<file path="config.mk">
export PLATFORM = sky130hd
export DESIGN_NAME = multicycle_control_flat
export DESIGN_NICKNAME = d
export VERILOG_FILES = /design/src/rtl/mc_pkg.sv /design/src/rtl/mc_if.sv /design/src/rtl/mc_mem_timer.sv /design/src/rtl/multicycle_control.sv /design/src/flat_wrapper.sv
export SDC_FILE = /design/constraint.sdc
export NUM_CORES = 1
export LEC_CHECK = 0
export ABC_AREA = 1
export BUFFER_PORTS_ARGS = -buffer_cell sky130_fd_sc_hd__buf_4
export CAP_MARGIN = 25
export CORE_ASPECT_RATIO = 1.75
export CORE_UTILIZATION = 40
export DETAILED_ROUTE_END_ITERATION = 10
export GPL_TIMING_DRIVEN = 0
export SYNTH_ARGS = -nofsm -noshare
export SYNTH_HDL_FRONTEND = slang
export SYNTH_SLANG_ARGS = --single-unit
</file>
<file path="constraint.sdc">
create_clock -name clk_i -period 2.6 [get_ports clk_i]
set_input_delay 0.13 -clock clk_i [delete_from_list [all_inputs] [get_ports clk_i]]
set_output_delay 0.13 -clock clk_i [all_outputs]
set_load 0.01 [all_outputs]
</file>
<file path="src/rtl/mc_pkg.sv">
// Shared types and encodings for the multi-cycle MIPS sequencer.
package mc_pkg;

    typedef enum logic [2:0] {
        ST_IDLE   = 3'd0,
        ST_FETCH  = 3'd1,
        ST_DECODE = 3'd2,
        ST_EXEC   = 3'd3,
        ST_ADDR   = 3'd4,
        ST_MEM    = 3'd5,
        ST_WB     = 3'd6,
        ST_BRANCH = 3'd7
    } state_e;

    localparam logic [5:0] OP_R    = 6'b000000;
    localparam logic [5:0] OP_ADDI = 6'b001000;
    localparam logic [5:0] OP_ORI  = 6'b001101;
    localparam logic [5:0] OP_LW   = 6'b100011;
    localparam logic [5:0] OP_SW   = 6'b101011;
    localparam logic [5:0] OP_BEQ  = 6'b000100;

    localparam logic [1:0] ALUOP_FUNCT = 2'b00;
    localparam logic [1:0] ALUOP_ADD   = 2'b01;
    localparam logic [1:0] ALUOP_OR    = 2'b10;
    localparam logic [1:0] ALUOP_SUB   = 2'b11;

    localparam logic [1:0] SRCB_RT     = 2'b00;
    localparam logic [1:0] SRCB_FOUR   = 2'b01;
    localparam logic [1:0] SRCB_IMM    = 2'b10;
    localparam logic [1:0] SRCB_IMM_SH = 2'b11;

endpackage

</file>
<file path="src/rtl/mc_if.sv">
// Controller <-> datapath/memory bundle; master is the sequencer side.
interface mc_if #(
    parameter int CNT_W = 32
);
    logic             start_i;
    logic             stop_i;
    logic [5:0]       Op_i;
    logic             Zero_i;
    logic             mem_ack_i;
    logic             PCWrite_o;
    logic             PCSource_o;
    logic             IorD_o;
    logic             Memory_read_o;
    logic             Memory_write_o;
    logic             IRWrite_o;
    logic             ALUSrcA_o;
    logic [1:0]       ALUSrcB_o;
    logic [1:0]       ALUOp_o;
    logic             RegDst_o;
    logic             RegWrite_o;
    logic             MemtoReg_o;
    logic             busy_o;
    logic             illegal_o;
    logic             mem_err_o;
    logic [CNT_W-1:0] retired_o;

    modport master (
        input  start_i, stop_i, Op_i, Zero_i, mem_ack_i,
        output PCWrite_o, PCSource_o, IorD_o, Memory_read_o, Memory_write_o,
               IRWrite_o, ALUSrcA_o, ALUSrcB_o, ALUOp_o, RegDst_o, RegWrite_o,
               MemtoReg_o, busy_o, illegal_o, mem_err_o, retired_o
    );

    modport slave (
        output start_i, stop_i, Op_i, Zero_i, mem_ack_i,
        input  PCWrite_o, PCSource_o, IorD_o, Memory_read_o, Memory_write_o,
               IRWrite_o, ALUSrcA_o, ALUSrcB_o, ALUOp_o, RegDst_o, RegWrite_o,
               MemtoReg_o, busy_o, illegal_o, mem_err_o, retired_o
    );
endinterface

</file>
<file path="src/rtl/mc_mem_timer.sv">
// Memory wait counter; expired_o flags the last cycle a request may still be acked.
module mc_mem_timer #(
    parameter int LIMIT = 15
) (
    input  logic clk_i,
    input  logic rst_i,
    input  logic clr_i,
    input  logic en_i,
    output logic expired_o
);
    localparam int CW = $clog2(LIMIT + 1);

    logic [CW-1:0] cnt_q, cnt_d;

    always_comb begin
        cnt_d = cnt_q;
        if (clr_i) begin
            cnt_d = '0;
        end else if (en_i) begin
            cnt_d = cnt_q + CW'(1);
        end
    end

    always_ff @(posedge clk_i or negedge rst_i) begin
        if (!rst_i) begin
            cnt_q <= '0;
        end else begin
            cnt_q <= cnt_d;
        end
    end

    assign expired_o = (cnt_q == CW'(LIMIT - 1));

endmodule

</file>
<file path="src/rtl/multicycle_control.sv">
// Multi-cycle MIPS sequencer: one instruction at a time through fetch/decode/execute/mem/wb.
// state  | meaning
// IDLE   | parked, waiting for start_i
// FETCH  | read instruction at PC, PC+4 on ack
// DECODE | latch opcode, branch target into ALUOut
// EXEC   | R-type / addi / ori ALU operation
// ADDR   | lw/sw effective address
// MEM    | lw/sw data access, held until ack
// WB     | register-file write
// BRANCH | beq compare, conditional PC write
module multicycle_control
    import mc_pkg::*;
#(
    parameter int MEM_TIMEOUT = 15,
    parameter int CNT_W       = 32
) (
    input  logic clk_i,
    input  logic rst_i,
    mc_if.master bus
);

    state_e           state_q, state_d;
    logic [5:0]       op_q, op_d;
    logic             illegal_q, illegal_d;
    logic             mem_err_q, mem_err_d;
    logic [CNT_W-1:0] retired_q, retired_d;
    logic             retire;
    logic             boundary;
    logic             tmr_clr;
    logic             tmr_expired;

    // Counter only runs while a request is outstanding; an ack clears it so sw->FETCH starts fresh.
    assign tmr_clr = !(state_q == ST_FETCH || state_q == ST_MEM) || bus.mem_ack_i;

    mc_mem_timer #(.LIMIT(MEM_TIMEOUT)) u_timer (
        .clk_i     (clk_i),
        .rst_i     (rst_i),
        .clr_i     (tmr_clr),
        .en_i      (!bus.mem_ack_i),
        .expired_o (tmr_expired)
    );

    always_comb begin
        state_d   = state_q;
        op_d      = op_q;
        illegal_d = illegal_q;
        mem_err_d = mem_err_q;
        retire    = 1'b0;
        boundary  = 1'b0;
        case (state_q)
            ST_IDLE: begin
                if (bus.start_i) state_d = ST_FETCH;
            end
            ST_FETCH: begin
                if (bus.mem_ack_i) begin
                    state_d = ST_DECODE;
                end else if (tmr_expired) begin
                    mem_err_d = 1'b1;
                    state_d   = ST_IDLE;
                end
            end
            ST_DECODE: begin
                op_d = bus.Op_i;
                case (bus.Op_i)
                    OP_R, OP_ADDI, OP_ORI: state_d = ST_EXEC;
                    OP_LW, OP_SW:          state_d = ST_ADDR;
                    OP_BEQ:                state_d = ST_BRANCH;
                    default: begin
                        illegal_d = 1'b1;
                        state_d   = ST_IDLE;
                    end
                endcase
            end
            ST_EXEC: state_d = ST_WB;
            ST_ADDR: state_d = ST_MEM;
            ST_MEM: begin
                if (bus.mem_ack_i) begin
                    if (op_q == OP_LW) begin
                        state_d = ST_WB;
                    end else begin
                        retire   = 1'b1;
                        boundary = 1'b1;
                    end
                end else if (tmr_expired) begin
                    mem_err_d = 1'b1;
                    state_d   = ST_IDLE;
                end
            end
            ST_WB, ST_BRANCH: begin
                retire   = 1'b1;
                boundary = 1'b1;
            end
            default: state_d = ST_IDLE;
        endcase
        if (boundary) state_d = bus.stop_i ? ST_IDLE : ST_FETCH;
        if (state_d == ST_FETCH && state_q != ST_FETCH) begin
            illegal_d = 1'b0;
            mem_err_d = 1'b0;
        end
        retired_d = retired_q + {{(CNT_W-1){1'b0}}, retire};
    end

    always_ff @(posedge clk_i or negedge rst_i) begin
        if (!rst_i) begin
            state_q   <= ST_IDLE;
            op_q      <= '0;
            illegal_q <= 1'b0;
            mem_err_q <= 1'b0;
            retired_q <= '0;
        end else begin
            state_q   <= state_d;
            op_q      <= op_d;
            illegal_q <= illegal_d;
            mem_err_q <= mem_err_d;
            retired_q <= retired_d;
        end
    end

    always_comb begin
        bus.PCWrite_o      = 1'b0;
        bus.PCSource_o     = 1'b0;
        bus.IorD_o         = 1'b0;
        bus.Memory_read_o  = 1'b0;
        bus.Memory_write_o = 1'b0;
        bus.IRWrite_o      = 1'b0;
        bus.ALUSrcA_o      = 1'b0;
        bus.ALUSrcB_o      = SRCB_RT;
        bus.ALUOp_o        = ALUOP_FUNCT;
        bus.RegDst_o       = 1'b0;
        bus.RegWrite_o     = 1'b0;
        bus.MemtoReg_o     = 1'b0;
        case (state_q)
            ST_FETCH: begin
                bus.Memory_read_o = 1'b1;
                bus.ALUSrcB_o     = SRCB_FOUR;
                bus.ALUOp_o       = ALUOP_ADD;
                bus.IRWrite_o     = bus.mem_ack_i;
                bus.PCWrite_o     = bus.mem_ack_i;
            end
            ST_DECODE: begin
                bus.ALUSrcB_o = SRCB_IMM_SH;
                bus.ALUOp_o   = ALUOP_ADD;
            end
            ST_EXEC: begin
                bus.ALUSrcA_o = 1'b1;
                if (op_q == OP_R) begin
                    bus.ALUSrcB_o = SRCB_RT;
                    bus.ALUOp_o   = ALUOP_FUNCT;
                end else if (op_q == OP_ADDI) begin
                    bus.ALUSrcB_o = SRCB_IMM;
                    bus.ALUOp_o   = ALUOP_ADD;
                end else begin
                    bus.ALUSrcB_o = SRCB_IMM;
                    bus.ALUOp_o   = ALUOP_OR;
                end
            end
            ST_ADDR: begin
                bus.ALUSrcA_o = 1'b1;
                bus.ALUSrcB_o = SRCB_IMM;
                bus.ALUOp_o   = ALUOP_ADD;
            end
            ST_MEM: begin
                bus.IorD_o         = 1'b1;
                bus.Memory_read_o  = (op_q == OP_LW);
                bus.Memory_write_o = (op_q == OP_SW);
            end
            ST_WB: begin
                bus.RegWrite_o = 1'b1;
                bus.RegDst_o   = (op_q == OP_R);
                bus.MemtoReg_o = (op_q == OP_LW);
            end
            ST_BRANCH: begin
                bus.ALUSrcA_o  = 1'b1;
                bus.ALUSrcB_o  = SRCB_RT;
                bus.ALUOp_o    = ALUOP_SUB;
                bus.PCSource_o = 1'b1;
                bus.PCWrite_o  = bus.Zero_i;
            end
            default: ;
        endcase
    end

    assign bus.busy_o    = (state_q != ST_IDLE);
    assign bus.illegal_o = illegal_q;
    assign bus.mem_err_o = mem_err_q;
    assign bus.retired_o = retired_q;

endmodule

</file>
<file path="src/flat_wrapper.sv">
// flat-port wrapper written by rule: the top's interface ports become plain ports
module multicycle_control_flat import mc_pkg::*;
#(
    parameter int MEM_TIMEOUT = 15,
    parameter int CNT_W       = 32
)
  (clk_i, rst_i, bus_start_i, bus_stop_i, bus_Op_i, bus_Zero_i, bus_mem_ack_i, bus_PCWrite_o, bus_PCSource_o, bus_IorD_o, bus_Memory_read_o, bus_Memory_write_o, bus_IRWrite_o, bus_ALUSrcA_o, bus_ALUSrcB_o, bus_ALUOp_o, bus_RegDst_o, bus_RegWrite_o, bus_MemtoReg_o, bus_busy_o, bus_illegal_o, bus_mem_err_o, bus_retired_o);
  mc_if #(.CNT_W(CNT_W)) bus_i ();
  input  logic clk_i;
  input  logic rst_i;
  input wire logic [$bits(bus_i.start_i)-1:0] bus_start_i;
  input wire logic [$bits(bus_i.stop_i)-1:0] bus_stop_i;
  input wire logic [$bits(bus_i.Op_i)-1:0] bus_Op_i;
  input wire logic [$bits(bus_i.Zero_i)-1:0] bus_Zero_i;
  input wire logic [$bits(bus_i.mem_ack_i)-1:0] bus_mem_ack_i;
  output wire logic [$bits(bus_i.PCWrite_o)-1:0] bus_PCWrite_o;
  output wire logic [$bits(bus_i.PCSource_o)-1:0] bus_PCSource_o;
  output wire logic [$bits(bus_i.IorD_o)-1:0] bus_IorD_o;
  output wire logic [$bits(bus_i.Memory_read_o)-1:0] bus_Memory_read_o;
  output wire logic [$bits(bus_i.Memory_write_o)-1:0] bus_Memory_write_o;
  output wire logic [$bits(bus_i.IRWrite_o)-1:0] bus_IRWrite_o;
  output wire logic [$bits(bus_i.ALUSrcA_o)-1:0] bus_ALUSrcA_o;
  output wire logic [$bits(bus_i.ALUSrcB_o)-1:0] bus_ALUSrcB_o;
  output wire logic [$bits(bus_i.ALUOp_o)-1:0] bus_ALUOp_o;
  output wire logic [$bits(bus_i.RegDst_o)-1:0] bus_RegDst_o;
  output wire logic [$bits(bus_i.RegWrite_o)-1:0] bus_RegWrite_o;
  output wire logic [$bits(bus_i.MemtoReg_o)-1:0] bus_MemtoReg_o;
  output wire logic [$bits(bus_i.busy_o)-1:0] bus_busy_o;
  output wire logic [$bits(bus_i.illegal_o)-1:0] bus_illegal_o;
  output wire logic [$bits(bus_i.mem_err_o)-1:0] bus_mem_err_o;
  output wire logic [$bits(bus_i.retired_o)-1:0] bus_retired_o;
  assign bus_i.start_i = bus_start_i;
  assign bus_i.stop_i = bus_stop_i;
  assign bus_i.Op_i = bus_Op_i;
  assign bus_i.Zero_i = bus_Zero_i;
  assign bus_i.mem_ack_i = bus_mem_ack_i;
  assign bus_PCWrite_o = bus_i.PCWrite_o;
  assign bus_PCSource_o = bus_i.PCSource_o;
  assign bus_IorD_o = bus_i.IorD_o;
  assign bus_Memory_read_o = bus_i.Memory_read_o;
  assign bus_Memory_write_o = bus_i.Memory_write_o;
  assign bus_IRWrite_o = bus_i.IRWrite_o;
  assign bus_ALUSrcA_o = bus_i.ALUSrcA_o;
  assign bus_ALUSrcB_o = bus_i.ALUSrcB_o;
  assign bus_ALUOp_o = bus_i.ALUOp_o;
  assign bus_RegDst_o = bus_i.RegDst_o;
  assign bus_RegWrite_o = bus_i.RegWrite_o;
  assign bus_MemtoReg_o = bus_i.MemtoReg_o;
  assign bus_busy_o = bus_i.busy_o;
  assign bus_illegal_o = bus_i.illegal_o;
  assign bus_mem_err_o = bus_i.mem_err_o;
  assign bus_retired_o = bus_i.retired_o;
  multicycle_control #(.MEM_TIMEOUT(MEM_TIMEOUT), .CNT_W(CNT_W)) u_core (.clk_i(clk_i), .rst_i(rst_i), .bus(bus_i));
endmodule
</file>
---- After elaboration in Yosys (flattened, before gate mapping) ----
Cells that the tools add are included.
storage, ports and cells
  word-level logic and storage cells ...... 85
  output and inout port bits .............. 49
  bits of input ports ..................... 12
  register bits ........................... 47
cells by class
  add/subtract/negate cells ............... 2
  mux-type cells .......................... 36
  reduce and logical (&&, ||, !) cells .... 20
  eq/ne operators ......................... 21
operators by type and width
  kind                 number
  $add 32x1->32        1
  $eq 6x6->1 const B   4
  $eq 6x4->1 const B   3
  $mux 1               18
  $mux 3               6
  $pmux 3 s6           1
  $eq 3x3->1 const B   4
  $logic_not 6->1      2
  $pmux 3 s3           1
  $reduce_or 3->1      3
  $mux 4               2
  $pmux 2 s4           1
  $eq 3x1->1 const B   2
  $eq 3x2->1 const B   2
  $eq 6x3->1 const B   1
  $mux 2               3
  $ne 2x1->1 const B   3
  $pmux 1 s2           3
  $pmux 2 s3           1
  $reduce_bool 2->1    3
  $reduce_or 2->1      3
  $reduce_or 6->1      1
  $add 4x1->4 const B  1
  $eq 4x4->1 const B   1
  8 further kinds      9

---- Logic depth before layout (Yosys ltp) ----
  depth in word-level cells ............... 9
  gate-level depth with buffers ........... 14
  gate-level depth less buffers ........... 14

---- By module ----
From an unflattened synthesis, not the netlist that was laid out.
second synthesis, totals
  cells, all modules ...................... 323
  area, all modules ....................... 2597.5 um2
modules (own cells, without submodules)
  module              sequential area each (um2)  cells each  area each (um2)  instances
  multicycle_control  1076.0                      298         2372.3           1
  mc_mem_timer        100.1                       25          225.2            1

---- Least setup slack after synthesis ----
OpenSTA, ideal clock, no wires.
  kind .................................... flip-flop to flip-flop
  start ................................... register u_core.state_q[1]
  end ..................................... register u_core.retired_q[28], in the netlist u_core.bus.retired_o[28]
  arrival ................................. 2.162 ns
  library setup time ...................... 0.079 ns
  period minus slack after synthesis ...... 2.241 ns
  required time ........................... 2.521 ns
  cell stages (with the launch flop) ...... 15
  setup slack ............................. 0.359 ns
  path buffers ............................ 0
  cell sequence ........................... dfrtp_1 -> inv_2 -> nand2_1 -> nor2_2 -> nand3_1 -> nand2_1 -> ha_1 -> ha_1 -> nand2_1 -> nor3_4 -> nand2_2 -> nor2_4 -> nand3_2 -> nor2_2 -> xor2_1
on the way
  word-level cells in the longest chain between the ends .. 4
  elaborated cells between the ends (all ways) .. 6
  classes of those cells .................. add/sub (1); eq/ne (3); mux (1); reduce/logical (1)
ends and longest elaborated chain
  item                            RTL line                   source
  from (decl)                     multicycle_control.sv:22   state_e state_q, state_d;
  from (signal assigned)          multicycle_control.sv:111  state_q <= state_d;
  $eq 3x3->1                      multicycle_control.sv:50   case (state_q)
  $reduce_or 2->1                 multicycle_control.sv:50
  $pmux 1 s2 (*)                  multicycle_control.sv:50
  $add 32x1->32 (*)               multicycle_control.sv:100  retired_d = retired_q + {{(CNT_W-1){1'b0}}, retire};
  named net u_core.retired_d[28]  multicycle_control.sv:26   logic [CNT_W-1:0] retired_q, retired_d;
  to (signal assigned)            multicycle_control.sv:115  retired_q <= retired_d;
  to (decl)                       multicycle_control.sv:26
The timed path passes the listed nets; every way through them passes the cells marked *.
A chain may end at the register's enable or synchronous reset.

---- Worst setup path in the final report ----
  start ................................... register u_core.state_q[2]
  end ..................................... register u_core.retired_q[28], in the netlist u_core.bus.retired_o[28]
Same word-level chain as after synthesis.

==> impl_metrics.ini <==
[sta]
period_share_pct = 94.20
skew_ns = 0.005877
worst_pin_slew_ns = 0.5957
timing.hold.ws_ns = 0.05671
rsz0062_at_grt = false
setup_viol = 0
drv_slew = 0
max_freq_mhz = 408.3
hold_violations = 0
min_period_ns = 2.449
slew_headroom_pct = 60.29
layout_setup_ws_ns = 0.1507

[final_layout]
area_delta_synth_final_pct = 27.67
drive_above_1_share_pct = 22.28
multi_input_area_um2 = 1264
seqCellArea_um2 = 1177
diodes = 0
final_area_um2 = 3251
n_fill_cell = 639
fin_nets = 410

[synthesis]
synthesis.instances = 325
avgSynthCellArea_um2 = 7.834
yosys_register_bits = 47
post_synth_num_cell_types = 22
ys_warn_count = 0
yosysSeqAreaShare_pct = 46.19
synth_nets = 341
netlist_area_um2 = 2546

[placement]
gp_congestion = 0.9292
hpwl_mm = 5.125
pre_cts_ws_ns = -0.1032
portBuffers = 60
place_area_um2 = 3097

[clock_network]
cts_buffer_depth = 2
cts.clk_slew.worst_paths_ns = 0.08
cts_max_level = 2
cts.sinks = 47
cts_buffers = 5
clk_latency_ns = 0.31
clockRootBuffer = clkbuf_8
cts_tree = yes

[worst_setup_path]
crit_path_start_kind = flop
cp.arrival_ns = 2.68
end_kind = flop
cp_max_fo = 8
crit_type = reg2reg
worstPathRequired_ns = 2.83

[global_routing]
grt-ovfl-total = 0
grt_pass1_vias = 2319
grt_max_degree = 48
grt-busiest-layer = met2
grtUsageMet3_pct = 3.178
grt_use_met2_pct = 41.13
antenna_found_initial = 0
grt_use_total_pct = 21.78
use_met1_pct = 21.18
grt_pass1_wl_mm = 10.98

[routing]
first_pass_iters = 4
vias = 2337
drt-total-wl_mm = 6.607
via_per_inst = 4.920
wl_per_cell_um = 13.91
ant_nets = 0
initialDrtViolationCount = 105
drc_errors = 0

[floorplanning]
rows = 38
core_area_um2 = 6181
dieArea_um2 = 6701
start_util_pct = 41.19
dieHeight_um = 107.5
die_x_um = 62.31
num_io_pins = 61

[pwr]
power_density_nw_per_um2 = 758.4
total_power_uw = 2465
ir_drop_mv = 0.4220
total_leakage_power_uw = 0.001643

[status]
status = finished clean

[min_path]
hp-class = in2reg

[flow_run]
cap_violations = 0
==> cell usage after synthesis <==
cell type | count | area (um2)
nor3_1 | 12 | 60.06
o21ai_0 | 11 | 55.05
buf_2 | 1 | 5.000
nand2_2 | 2 | 12.51
inv_2 | 2 | 7.510
clkbuf_2 | 1 | 5.000
xor2_1 | 20 | 175.2
nor2_2 | 3 | 18.77
nor3_4 | 1 | 16.27
inv_1 | 33 | 123.9
nor2_1 | 52 | 195.2
nand3_1 | 21 | 105.1
nor2_4 | 1 | 11.26
nor4_1 | 4 | 25.02
dfrtp_1 | 47 | 1176
nor3_2 | 1 | 10.01
ha_1 | 4 | 50.05
xnor2_1 | 12 | 105.1
a21oi_1 | 1 | 5.000
nand2_1 | 88 | 330.3
nand3_2 | 1 | 10.01
nand4_1 | 7 | 43.79
==> metal layers <==
metal | part of all wire [%] | wire length, um
met1 | 37 | 2462
met2 | 53 | 3509
met3 | 4.1 | 271
met4 | 5.5 | 363
met5 | 0 | 0
==> timing repair <==
action | 4_1_cts | 5_1_grt
hold buffers | 1 | 0
endpoints found under the hold margin | 47 | 0
resized for setup | 6 | 5
setup buffers | 1 | 0
endpoints found under the setup margin | 5 | 10
pin swaps | 1 | 1
==> logic make-up after synthesis <==
family                   Yosys count  share of synthesized area (%)
AO/OA/AOI/OAI                     12                          2.358
XOR/XNOR                          32                          11.01
adder cells (fa/ha/maj)            4                          1.966
buffers and inverters             37                          5.553
flip-flops                        47                          46.19
AND/OR/NAND/NOR                  193                          32.92
==> cell usage in the layout, fill, tap and decap left out <==
cell type,synthesis,layout
nand2_2,2,4
nand3_1,21,21
dfrtp_2,0,1
nand4_1,7,7
dfrtp_1,47,46
nor2_1,52,50
nand2_1,88,86
xnor2_1,12,12
inv_2,2,2
inv_1,33,33
nor3_1,12,12
xor2_1,20,20
dlygate4sd3_1,0,1
ha_1,4,2
ha_2,0,1
o21ai_0,11,11
clkbuf_1,0,1
nand3_2,1,1
buf_4,0,61
nor2_2,3,3
nor4_1,4,4
buf_2,1,2
nor3_2,1,1
clkbuf_8,0,7
nor3_4,1,1
ha_4,0,1
nor2_4,1,3
a21oi_1,1,1
==> where the power goes <==
part | internal (uW) | leakage (uW) | switching, uW | total [uW]
sequential | 862 | 0.000615 | 125 | 987
clock | 243 | 0.0000515 | 245 | 488
combinational | 404 | 0.000976 | 586 | 990
==> flip-flops by register name, indices dropped and copies added (netlist names) <==
signal	cells
u_core.bus.retired_o	32
u_core.op_q	6
u_core.u_timer.cnt_q	4
u_core.state_q	3
u_core.bus.illegal_o	1
u_core.bus.mem_err_o	1
==> stage by stage <==
stage	utilization (%)	TNS (ns)	instances
detailed placement	50.10	-0.2760	465
floorplan	-	0	325
CTS	52.39	0	475
global placement	50.10	-0.2487	465
finish	52.59	0	475
global route	52.59	0	475
==> worst max-delay path, cell delays in order, from the launching register on <==
cell     delay, ns
dfrtp_1       0.34
buf_2         0.18
inv_1         0.11
nor2_4        0.16
nand3_1       0.12
nand2_2       0.13
ha_4          0.16
ha_2          0.20
nand2_1       0.12
nor3_4        0.20
nand2_2       0.12
nor2_4        0.13
nand3_2       0.13
nor2_2        0.13
xor2_1        0.14
==> area by class of cell <==
| type | count | share of cell area (%) |
|---|---|---|
| Timing Repair Buffer | 62 | 14.40 |
| Clock buffer | 8 | 3.079 |
| Sequential cell | 47 | 36.22 |
| Buffer | 2 | 0.3079 |
| Multi-Input combinational cell | 241 | 38.88 |
| Tap cell | 80 | 3.079 |
| Inverter | 35 | 4.042 |
==> path summary, 6_finish.rpt <==
kind	from	to	slack [ns]	cells after the start
max	u_core.state_q[2]	u_core.bus.retired_o[28]	0.15	14
min	bus_Op_i[5]	u_core.op_q[5]	0.06	3
max reg2reg	u_core.state_q[2]	u_core.bus.retired_o[28]	0.15	14
min reg2reg	u_core.bus.retired_o[31]	u_core.bus.retired_o[31]	0.47	1
max in group asynchronous	rst_i	u_core.state_q[1]	1.79	2
min in group asynchronous	rst_i	u_core.bus.retired_o[27]	0.37	2
No activity file was read; power rests on OpenSTA's default activity.
